## src/rtl/seg_issue_ctrl.sv

```systemverilog
// seg_issue_ctrl: front-end sequencer for the piecewise-polynomial datapath.
// Takes a 32-bit uniform word and normalises its 31-bit magnitude field one
// bit per cycle to find a segment address and a fraction. It then issues one
// evaluation, waits for the result, applies the sign bit and hands a signed
// 17-bit sample downstream. Samples never overlap.
module seg_issue_ctrl #(
  parameter int LZ_MAX = 31,
  parameter int DP_LAT = 1
) (
  input  logic        clk,
  input  logic        rst,
  input  logic [31:0] u_data,
  input  logic        u_valid,
  output logic        u_ready,
  output logic [6:0]  dp_segment,
  output logic [14:0] dp_dataa,
  output logic        dp_en,
  input  logic [15:0] dp_result,
  input  logic        dp_done,
  output logic [16:0] out_data,
  output logic        out_valid,
  input  logic        out_ready
);

  localparam logic [2:0] S_IDLE  = 3'd0;
  localparam logic [2:0] S_NORM  = 3'd1;
  localparam logic [2:0] S_ISSUE = 3'd2;
  localparam logic [2:0] S_WAIT  = 3'd3;
  localparam logic [2:0] S_OUT   = 3'd4;

  localparam int WCNT_W = (DP_LAT > 1) ? $clog2(DP_LAT) : 1;
  localparam logic [WCNT_W-1:0] WCNT_LAST = WCNT_W'(DP_LAT - 1);
  localparam logic [4:0] LZ_CAP = 5'(LZ_MAX);

  logic [2:0]        state_q, state_d;
  logic              sgn_q, sgn_d;
  logic [30:0]       mant_q, mant_d;
  logic [4:0]        lz_q, lz_d;
  logic [WCNT_W-1:0] wcnt_q, wcnt_d;
  logic [6:0]        seg_q, seg_d;
  logic [14:0]       dataa_q, dataa_d;
  logic [16:0]       out_data_q, out_data_d;

  // Next-state logic: every register holds unless its state says otherwise.
  // The wait counter saturates at DP_LAT-1, so a late dp_done is caught on
  // the cycle after it rises, with no timeout.
  always_comb begin
    state_d    = state_q;
    sgn_d      = sgn_q;
    mant_d     = mant_q;
    lz_d       = lz_q;
    wcnt_d     = wcnt_q;
    seg_d      = seg_q;
    dataa_d    = dataa_q;
    out_data_d = out_data_q;
    case (state_q)
      S_IDLE: begin
        if (u_valid) begin
          sgn_d   = u_data[31];
          mant_d  = u_data[30:0];
          lz_d    = 5'd0;
          state_d = S_NORM;
        end
      end
      S_NORM: begin
        if (mant_q[30] || (lz_q == LZ_CAP)) begin
          seg_d   = {lz_q, mant_q[29:28]};
          dataa_d = mant_q[27:13];
          state_d = S_ISSUE;
        end else begin
          mant_d = {mant_q[29:0], 1'b0};
          lz_d   = lz_q + 5'd1;
        end
      end
      S_ISSUE: begin
        wcnt_d  = '0;
        state_d = S_WAIT;
      end
      S_WAIT: begin
        if (wcnt_q == WCNT_LAST) begin
          if (dp_done) begin
            out_data_d = sgn_q ? (17'h0 - {1'b0, dp_result}) : {1'b0, dp_result};
            state_d    = S_OUT;
          end
        end else begin
          wcnt_d = wcnt_q + WCNT_W'(1);
        end
      end
      S_OUT: begin
        if (out_ready) begin
          state_d = S_IDLE;
        end
      end
      default: state_d = S_IDLE;
    endcase
  end

  // State registers; reset drops any sample in flight at once.
  always_ff @(posedge clk or posedge rst) begin
    if (rst) begin
      state_q    <= S_IDLE;
      sgn_q      <= 1'b0;
      mant_q     <= '0;
      lz_q       <= '0;
      wcnt_q     <= '0;
      seg_q      <= '0;
      dataa_q    <= '0;
      out_data_q <= '0;
    end else begin
      state_q    <= state_d;
      sgn_q      <= sgn_d;
      mant_q     <= mant_d;
      lz_q       <= lz_d;
      wcnt_q     <= wcnt_d;
      seg_q      <= seg_d;
      dataa_q    <= dataa_d;
      out_data_q <= out_data_d;
    end
  end

  assign u_ready    = (state_q == S_IDLE);
  assign dp_en      = (state_q == S_ISSUE);
  assign out_valid  = (state_q == S_OUT);
  assign dp_segment = seg_q;
  assign dp_dataa   = dataa_q;
  assign out_data   = out_data_q;

endmodule
```

## config.mk

```make
export PLATFORM = sky130hd
export DESIGN_NAME = seg_issue_ctrl
export DESIGN_NICKNAME = d
export VERILOG_FILES = /design/src/rtl/seg_issue_ctrl.sv
export SDC_FILE = /design/constraint.sdc
export NUM_CORES = 1
export LEC_CHECK = 0
export ABC_AREA = 1
export BUFFER_PORTS_ARGS = -buffer_cell sky130_fd_sc_hd__buf_4
export CAP_MARGIN = 10
export CELL_PAD_IN_SITES_DETAIL_PLACEMENT = 1
export CELL_PAD_IN_SITES_GLOBAL_PLACEMENT = 1
export CORE_ASPECT_RATIO = 1.5
export CORE_MARGIN = 3
export CORE_UTILIZATION = 42
export CTS_CLUSTER_SIZE = 24
export DETAILED_ROUTE_END_ITERATION = 16
export PLACE_DENSITY_LB_ADDON = 0.25
export SYNTH_ARGS = -nofsm -noshare
export SYNTH_HDL_FRONTEND = slang
export SYNTH_SLANG_ARGS = --single-unit
```

## constraint.sdc

```tcl
create_clock -name clk -period 6.61 [get_ports clk]
set_input_delay 0.3305 -clock clk [delete_from_list [all_inputs] [get_ports clk]]
set_output_delay 0.3305 -clock clk [all_outputs]
set_load 0.005 [all_outputs]
```

Yosys cells after proc, flatten, opt, wreduce, memory -nomap -nowiden
Index checks and enable logic that the tools add are counted.
- word-level logic and storage cells: 47
- bits in writable memories: 0
- ROM bits: 0
- bits in latches: 0
- memories kept: 0
- flip-flop bits (word level): 80
- reductions and logical operators: 9
- multiply operators: 0
- div/mod/pow operators: 0
- $add $sub $neg: 3
- bitwise gates (word level): 1
- shift-type cells: 0
- order comparisons: 0
- muxes and demuxes: 15
- eq/ne operators: 11
- operator list (kind ; number):
    $mux W31 ; 2
    $pmux W31 S2 ; 1
    $mux W17 ; 1
    $sub A1 B16 Y17 const A ; 1
    $mux W3 ; 5
    $pmux W3 S5 ; 1
    $mux W5 ; 2
    $ne A2 B2 Y1 const B ; 5
    $pmux W5 S2 ; 1
    $eq A3 B2 Y1 const B ; 2
    $reduce_and A3 Y1 ; 2
    $add A5 B1 Y5 const B ; 1
    $eq A5 B5 Y1 const B ; 1
    $reduce_and A5 Y1 ; 1
    $reduce_and A2 Y1 ; 2
    $reduce_bool A2 Y1 ; 2
    $eq A3 B1 Y1 const B ; 1
    $eq A3 B3 Y1 const B ; 1
    $logic_not A3 Y1 ; 1
    $ne A2 B1 Y1 const B ; 1
    $pmux W1 S2 ; 1
    $add A1 B1 Y1 const B ; 1
    $logic_or A1 B1 Y1 ; 1
    $mux W1 ; 1
    $not A1 Y1 ; 1

Depth between registers and ports, before layout
Gate-level depths: netlist (run 1).
- depth in word-level cells: 4
- depth in mapped cells: 10

Worst setup path after synthesis (run 1)
No wires, ideal clock.
- path kind: flip-flop to flip-flop
- start point: register lz_q[0]
- end point: register dataa_q[6], in the netlist dp_dataa[6]
- slack: 4975 ps
- library setup time: 134 ps
- data arrival time: 1500 ps
- cell stages (with the launch flop): 8
- cell sequence: dfrtp_1 > ha_1 > nand2_1 > nor2_1 > ha_1 > o21ai_2 > clkbuf_1 > o21ai_0
- cells in the longest elaborated chain, start to end: 3
- RTL lines (what ; RTL line ; RTL):
    start, declared ; 38 ; logic [4:0] lz_q, lz_d;
    start signal, assigned ; 113 ; lz_q <= lz_d;
    $eq A5 B5 Y1 ; 66 ; if (mant_q[30] || (lz_q == LZ_CAP)) begin
    $logic_or A1 B1 Y1 ; 66 ;
    $reduce_and A2 Y1 (no line) ; - ;
    end signal, assigned ; 116 ; dataa_q <= dataa_d;
    end, declared ; 41 ; logic [14:0] dataa_q, dataa_d;
No other way between the ends.
A chain may end at the register's enable or synchronous reset.

Worst setup path after layout (run 1)
- start point: register state_q[1]
- end point: register mant_q[12]
- cells in the longest elaborated chain, start to end: 3
- elaborated cells between the ends (all ways): 7
- those cells by class: 3 x eq/ne; 1 x mux; 3 x reduce/logical
- RTL lines (what ; RTL line ; RTL):
    start, declared ; 35 ; logic [2:0] state_q, state_d;
    start signal, assigned ; 110 ; state_q <= state_d;
    $eq A3 B1 Y1 or $logic_not A3 Y1 (tied branches) ; 56 ; case (state_q)
    $ne A2 B2 Y1 (no line) or $reduce_bool A2 Y1 (tied branches) ; - ;
    $reduce_and A3 Y1 (no line) ; - ;
    end signal, assigned ; 112 ; mant_q <= mant_d;
    end, declared ; 37 ; logic [30:0] mant_q, mant_d;
Parallel ways exist; a longest one is shown, timed or not.

==> results of run 1 <==
==> layer usage <==
metal  wire [um]  up-vias  track usage, %
li1            -     1674               -
met1        3860     1638            21.8
met2        5690       71            40.6
met3         398       16            3.83
met4         229        0            8.45
met5           0        -               0
==> worst max-delay path: stages, from the launching register on <==
cell,delay (ns)
dfrtp_1,0.47
nor3_4,0.20
buf_4,0.54
nand2_1,0.23
nand2_2,0.50
buf_12,0.28
o211ai_1,0.13
o21ai_1,0.11
==> power groups by stage <==
stage	combinational (uW)	clock [uW]	sequential, uW
detailed placement	927	0	818
global placement	876	0	806
global route	1080	562	835
CTS	946	545	812
floorplan	634	0	789
finish	937	532	808
==> layout by cell type, fill, tap and decap left out <==
master,synthesis,routed
bufinv_16,0,2
nor3_2,1,1
clkbuf_16,0,9
a2bb2oi_1,1,1
nand2_1,124,124
o211ai_1,30,30
clkinv_2,0,3
nor2_1,29,29
o21ai_0,19,19
buf_12,0,1
xnor2_1,1,1
xor2_1,2,2
ha_1,3,3
buf_4,5,96
o21ai_4,0,1
nand2_2,4,4
inv_1,59,58
dfrtp_1,79,79
inv_6,0,2
o21ai_1,46,46
nor3_1,2,2
nor3_4,1,1
nand3_1,25,25
a31oi_1,2,2
clkinvlp_4,0,1
o31ai_1,1,1
inv_2,4,4
nand4_1,2,2
a21oi_1,6,6
nor2_4,1,1
==> metrics by stage <==
step | cell area (um^2) | power [uW] | setup slack [ns] | util [%] | cells
after floorplan | 3800 | 1420 | 4.26 | - | 466
after CTS | 4860 | 2300 | 3.70 | 56.4 | 662
after global placement | 4540 | 1680 | 3.93 | 52.7 | 646
after detailed placement | 4540 | 1740 | 3.74 | 52.7 | 646
after global routing | 4880 | 2470 | 3.83 | 56.7 | 663
final | 4880 | 2280 | 4.07 | 56.7 | 663
==> cell families (layout without fill, tap and decap cells) <==
group,Yosys count,after routing,synth area share (%)
buffers and inverters,86,176,9.50
XOR/XNOR,3,3,0.691
AND/OR/NAND/NOR,189,189,20.6
flip-flops,79,79,52.0
adder cells (fa/ha/maj),3,3,0.987
AO/OA/AOI/OAI,106,106,16.2
==> layout make-up <==
| class | instances | area, um^2 | area share, % |
|---|---|---|---|
| Timing Repair Buffer | 97 | 741 | 15.2 |
| Tap cell | 107 | 134 | 2.74 |
| Sequential cell | 79 | 1980 | 40.5 |
| Multi-Input combinational cell | 301 | 1470 | 30.2 |
| Clock inverter | 7 | 95.1 | 1.95 |
| Clock buffer | 9 | 225 | 4.61 |
| Inverter | 63 | 238 | 4.87 |
==> path summary, 6_finish.rpt <==
kind	from	end	slack, ns	depth (start not counted)
worst max-delay path	state_q[1]	mant_q[12]	4.07	7
worst min-delay path	u_data[31]	sgn_q	0.26	3
worst max register to register	state_q[1]	mant_q[12]	4.07	7
worst min register to register	out_data[12]	out_data[12]	0.49	2
max in group asynchronous	rst	state_q[2]	5.64	3
min in group asynchronous	rst	out_data[1]	0.31	3
==> sequential cells by signal (all words and copies together) (netlist names) <==
signal,cells
dp_segment,7
out_data,17
state_q,3
lz_q,5
sgn_q,1
mant_q,31
dp_dataa,15
==> out/results.ini, run 1 <==
[outcome]
status=complete, no violations

[routing]
finalWirelength_um=10200
num_vias=3399
drt_iter0_drc=106
wire_per_inst_um=15.4
drcViolationCount=0
vias_per_cell=5.13
ant_nets=0
first_pass_iters=4

[synthesis]
synth_top_flop_cell=dfrtp_1
ys_warn_count=0
synth_top_area_cell=dfrtp_1
syn_avg_cell_area_um2=8.17
synth_area_leaders=dfrtp_1 52%, nand2_1 12%, o21ai_1 6.1%, o211ai_1 5.9%, inv_1 5.8%
syn_area_um2=3800
ys_ff_latch=79
yosys-top-cells-count=124 x nand2_1, 79 x dfrtp_1, 59 x inv_1, 46 x o21ai_1, 30 x o211ai_1
synth_nets=522
synth_cells=466
synth_cell_types=27
yosysTopAreaCellShare_pct=52.0
synthArstFlopShare_pct=100
yosysMostFrequentCell=nand2_1
synth_edf_count=0
yosysSeqAreaShare_pct=52.0

[timing]
hold_slack_ns=0.256
relSlewSlack_pct=32.5
worst_pin_slew_ns=1.01
slew_viol_final=0
min_period_ns=2.54
fmax_ghz=0.394
final_hold_viol_count=0
rsz0062_at_grt=no
clock_skew_ns=0.00642
setup_tns_ns=0
finalSetupViolations=0
timing.final.crit_share_pct=38.4

[clocking]
cts_max_path_buffers=2
cts_tree=yes
htree_num_levels=3
cts-resized-gates=0
cts_buffers=9
root_buffer=clkbuf_16
path_clk_slew_ns=0.06
cts_hold_buf=0
clock_sinks=79
insertion_delay_ns=0.33
postCtsSetupRepairBufs=0

[global_routing]
antenna_found_initial=0
grt_max_degree=80
grt_pass1_vias=3585
grt-ovfl-total=0
track_usage_pct=20.9
grt_pass1_wl_um=17000

[power_and_ir_drop]
p_sw_share_pct=38.5
p_seq_share_pct=35.5
p_int_uw=1400
ir_drop_uv=209
share_comb_of_total_power_pct=41.2
p_sw_uw=877
power_frac_clock_pct=23.4
p_per_area_nw_per_um2=466
p_leak_uw=0.00247

[worst_setup_path]
critical_path_class=register to register
arrival_ns=2.79
setup.worst_path.start_class=register
crit_required_ns=6.86
crit_fanout=66
cp-end-kind=register

[run]
maxCapViolCount=0

[floorplan]
rows=41
die_h_um=123
dieArea_um2=10300
start_util_pct=44.1
core_um2=8620
die_width_um=83.7
ioPinCount=95

[hold_path]
hold_class=input port to register

[layout]
drive_gt1_share_pct=22.7
area_growth_pct=28.3
fillers=1050
finalNetCount=607
diodes=0

[place]
hpwl_um=7140
numPortBuffers=94
gp_routability_congestion=0.830

Note: power is estimated with default switching activity, not from simulation.
==> run 2: changes to the inputs <==
Settings changed: CORE_UTILIZATION 42 to 35.
Clock period 6.61 ns to 2.06 ns, I/O delays scaled along.
==> run 2 against run 1 <==
  * Critical endpoint is now mant_q[17]
  * Final cell count increased by 6.6%
  * Non-clock buffer count increased by 8
  * Register-to-register slack got worse by 3.9 ns
  * Highest routed layer unchanged
==> out/results.ini, run 2 (synthesis results as in run 1) <==
[clocking]
htree_num_levels=3
insertion_delay_ns=0.33
cts_buffers=9
path_clk_slew_ns=0.06
cts_max_path_buffers=2
root_buffer=clkbuf_16
cts_tree=yes
clock_sinks=79

[timing]
min_period_ns=1.85
setup_tns_ns=0
clock_skew_ns=0.00599
relSlewSlack_pct=57.7
rsz0062_at_grt=no
finalSetupViolations=0
fmax_ghz=0.541
timing.final.crit_share_pct=89.8
worst_pin_slew_ns=0.628
slew_viol_final=0
final_hold_viol_count=0

[floorplan]
ioPinCount=95
dieArea_um2=12200
die_h_um=134
rows=46
start_util_pct=35.9
core_um2=10600
die_width_um=91.1

[worst_setup_path]
r2r_end=mant_q[17]
setup.worst_path.start_class=register
reg2regPathDepth=10
r2r_slack_ns=0.21
cp-end-kind=register
arrival_ns=2.09
r2r_start=lz_q[0]
crit_required_ns=2.30
critical_path_class=register to register
crit_fanout=46

[routing]
ant_nets=0
wire_per_inst_um=14.6
first_pass_iters=4
vias_per_cell=4.87
num_vias=3441
drcViolationCount=0
finalWirelength_um=10300
drt_iter0_drc=101

[place]
hpwl_um=7760
numPortBuffers=94
gp_routability_congestion=0.885

[layout]
finalNetCount=615
largest_register_ffs=31
fillers=1340
regMostFlops=mant_q
layout_common_cells=124 x nand2_1, 100 x buf_4, 79 x dfrtp_1, 58 x inv_1, 46 x o21ai_1
drive_gt1_share_pct=23.4
final_common_cell=nand2_1
diodes=0
area_growth_pct=31.2

[global_routing]
grt_pass1_wl_um=17200
grt-ovfl-total=0
grt_max_degree=59
track_usage_pct=17.7
grt_pass1_vias=3670
antenna_found_initial=0

[hold_path]
hold_class=input port to register
min_delay_path_depth=3
holdCritStartpoint=u_data[31]
hold_end=sgn_q

[run]
maxCapViolCount=0

[outcome]
status=complete, no violations

[power_and_ir_drop]
power_uw=7290
p_leak_uw=0.00251
ir_drop_uv=491
p_per_area_nw_per_um2=1460

run 2: cell count changes in the layout (fill, tap and decap cells not counted):
cell,before,now
buf_12,1,3
o21ai_4,1,0
clkinv_4,0,1
buf_6,0,1
dlygate4sd3_1,0,1
inv_6,2,1
buf_4,96,100
bufinv_16,2,1
clkinv_2,3,2
o21ai_2,0,1
clkbuf_8,0,1
run 2: critical path: stages, from the launching register on:
cell and delay [ns]:
dfrtp_1 0.38, ha_1 0.22, nand2_1 0.09, nor2_1 0.05, ha_1 0.20, nor2_1 0.11, nand2_1 0.11, nand2_2 0.12
buf_12 0.22, o211ai_1 0.14, o21ai_1 0.12
run 2: layout make-up:
cell class,instances,area [um^2],share of cell area [%]
Sequential cell,79,1980,39.6
Multi-Input combinational cell,301,1470,29.4
Timing Repair Buffer,105,832,16.7
Inverter,63,240,4.81
Clock buffer,10,239,4.79
Tap cell,144,180,3.61
Clock inverter,5,57.6,1.15
run 2: per-stage QoR:
stage | setup slack [ns] | instance area, um^2 | util (%) | hold WS (ns) | std cells
global route | 0.0178 | 4990 | 47.1 | 0.0454 | 707
CTS | 0.153 | 4990 | 47.1 | 0.0238 | 707
global placement | 0.294 | 4680 | 44.2 | 0.184 | 691
finish | 0.211 | 4990 | 47.1 | 0.0378 | 707
floorplan | 0.425 | 3810 | - | 0.255 | 466
detailed placement | 0.205 | 4680 | 44.2 | 0.196 | 691
run 2: what timing repair did:
action                                 CTS  global route
setup endpoints to repair                0             2
buffers inserted                         0             0
hold buffers                             1             0
endpoints found under the hold margin   21             0
resized for setup                        0             1
run 2: layer usage:
| layer | share of wire [%] | wire length (um) | up-vias | GRT usage, % |
|---|---|---|---|---|
| met1 | 38 | 3880 | 1651 | 18.8 |
| met3 | 4.0 | 409 | 20 | 3.33 |
| met5 | 0 | 0 | - | 0 |
| met4 | 2.3 | 238 | 0 | 7.05 |
| met2 | 56 | 5770 | 80 | 33.7 |
| li1 | - | - | 1690 | - |
run 2: how the worst max path moves through the flow:
stage | end | slack [ns] | cells after the start | start
after CTS | mant_q[24] | 0.15 | 10 | lz_q[0]
after global routing | lz_q[3] | 0.02 | 11 | lz_q[0]
final | mant_q[17] | 0.21 | 10 | lz_q[0]
after global placement | mant_q[26] | 0.29 | 10 | lz_q[0]
after floorplan | dp_dataa[6] | 0.43 | 7 | lz_q[0]
after detailed placement | mant_q[2] | 0.20 | 10 | lz_q[0]
run 2: power breakdown:
group,internal (uW),switching (uW)
combinational,1320,1830
clock,967,626
sequential,2220,325
total,4510,2780
==> run 3: changes to the inputs <==
Settings changed: BUFFER_PORTS_ARGS -buffer_cell sky130_fd_sc_hd__buf_4 to -buffer_cell sky130_fd_sc_hd__buf_2, CAP_MARGIN 10 to 15.
==> run 3 against run 2 <==
  * Clock power down 7%
  * Power down 4.8%
  * Routed wire length down 3.7%
  * First-iteration DRC count up 14%
  * Die area unchanged
  * Final cell count unchanged
  * Fmax up 1.8%
  * Critical path depth up 1
  * Largest cell class unchanged
  * Hold slack worse by 0.0013 ns
  * Combinational power down 7.3%
==> out/results.ini, run 3 (synthesis results as in run 1) <==
[outcome]
status=complete, no violations

[worst_setup_path]
setup.worst_path.start=lz_q[0]
r2r_slack_ns=0.24
crit_family=simple AND/OR/NAND/NOR gates
r2r_end=lz_q[3]
r2r_start=lz_q[0]
cp.depth=11
cp-end-kind=register
critical_path_class=register to register
path_buf_inv=1
cp_cell_sequence=ha_1 -> nand2_1 -> nor2_1 -> ha_1 -> nor2_1 -> nand2_1 -> nand2_2 -> buf_12 -> nand3_1 -> nand2_1 -> nor2_1
reg2regPathDepth=11
slowest_stage=dfrtp_1
cpPeakStageDelay_ns=0.38
arrival_ns=2.03
setup.worst_path.end=lz_q[3]
crit_required_ns=2.27
setup.worst_path.start_class=register
crit_fanout=46

[layout]
finalNetCount=614
area.sequential_um2=1980
postLayoutCoreUtil_pct=44.7
layout_common_cells=124 x nand2_1, 94 x buf_2, 79 x dfrtp_1, 58 x inv_1, 46 x o21ai_1
fillers=1344
final_cell_count_no_fill=707
final_common_cell=nand2_1
multi_input_area_um2=1470
regMostFlops=mant_q
drive_gt1_share_pct=23.4
area_growth_pct=24.5
largest_register_ffs=31
diodes=0

[timing]
worst_pin_slew_ns=0.651
fmax_ghz=0.551
min_period_ns=1.82
timing.final.crit_share_pct=88.1
rsz0062_at_grt=no
relSlewSlack_pct=56.2
final_hold_viol_count=0
hold_slack_ns=0.0365
slew_viol_final=0
timing.final.ws_setup_ns=0.244
clock_skew_ns=0.00636
finalSetupViolations=0
setup_tns_ns=0

[floorplan]
core_um2=10600
die_width_um=91.1
start_util_pct=35.9
rows=46
ioPinCount=95
dieArea_um2=12200
die_h_um=134

[place]
gp_routability_congestion=0.880
dp_cells=690
hpwl_um=7260
place_ws_ns=0.222
numPortBuffers=94

[routing]
vias_per_cell=4.84
first_pass_iters=4
ant_nets=0
drcViolationCount=0
num_vias=3424
wire_per_inst_um=14.0
drt_iter0_drc=115
finalWirelength_um=9910

[global_routing]
grt_pass1_wl_um=17100
grt-ovfl-total=0
antenna_found_initial=0
track_usage_pct=17.4
grt_max_degree=80
grt_pass1_vias=3612

[clocking]
cts_max_path_buffers=2
insertion_delay_ns=0.33
cts_tree=yes
clock_sinks=79
cts_buffers=9
htree_num_levels=3
path_clk_slew_ns=0.06
root_buffer=clkbuf_16

[power_and_ir_drop]
ir_drop_uv=422
p_leak_uw=0.00242
p_per_area_nw_per_um2=1470

[hold_path]
min_delay_path_depth=3
hold_class=input port to register

[run]
maxCapViolCount=0

-- run 3: worst min-delay path by stage --
stage                       end  startpoint  slack, ns
finish               mant_q[30]  u_data[30]       0.04
global route         mant_q[30]  u_data[30]       0.05
CTS                  mant_q[30]  u_data[30]       0.02
detailed placement  out_data[2]         rst       0.27
global placement    out_data[0]         rst       0.26
floorplan             mant_q[0]   u_data[0]       0.26
-- run 3: metrics by stage --
step / cell area (um^2) / power, uW
global route: 4740 / 7640
detailed placement: 4440 / 5530
global placement: 4440 / 5370
CTS: 4730 / 7080
floorplan: 3810 / 4570
finish: 4740 / 6940
-- run 3: per-layer routing --
| metal | global-route usage [%] | routed length [um] | vias to the layer above |
|---|---|---|---|
| met5 | 0 | 0 | - |
| li1 | - | - | 1699 |
| met2 | 31.1 | 5270 | 69 |
| met1 | 20.3 | 3990 | 1641 |
| met4 | 7.47 | 238 | 0 |
| met3 | 3.22 | 413 | 15 |
-- run 3: final cells by class --
cell class	count	area share, %
Sequential cell	79	41.7
Multi-Input combinational cell	301	31.0
Timing Repair Buffer	104	12.4
Inverter	63	5.07
Clock buffer	10	5.05
Tap cell	144	3.80
Clock inverter	6	0.925
-- run 3: repair_timing --
| item | CTS | global route |
|---|---|---|
| hold buffers | 1 | 0 |
| setup endpoints to repair | 0 | 3 |
| resized for setup | 0 | 1 |
| setup buffers | 0 | 0 |
| endpoints found under the hold margin | 79 | 0 |
-- run 3: report_power, final --
part / internal [uW] / leakage, uW / total (uW) / switching (uW)
combinational: 1110 / 0.00130 / 2920 / 1810
sequential: 2220 / 0.000997 / 2540 / 313
clock: 850 / 0.000127 / 1480 / 632
-- run 3: tightest hold or removal path: stages --
cell and delay [ns]:
buf_2 0.10, nand2_1 0.06, a31oi_1 0.07
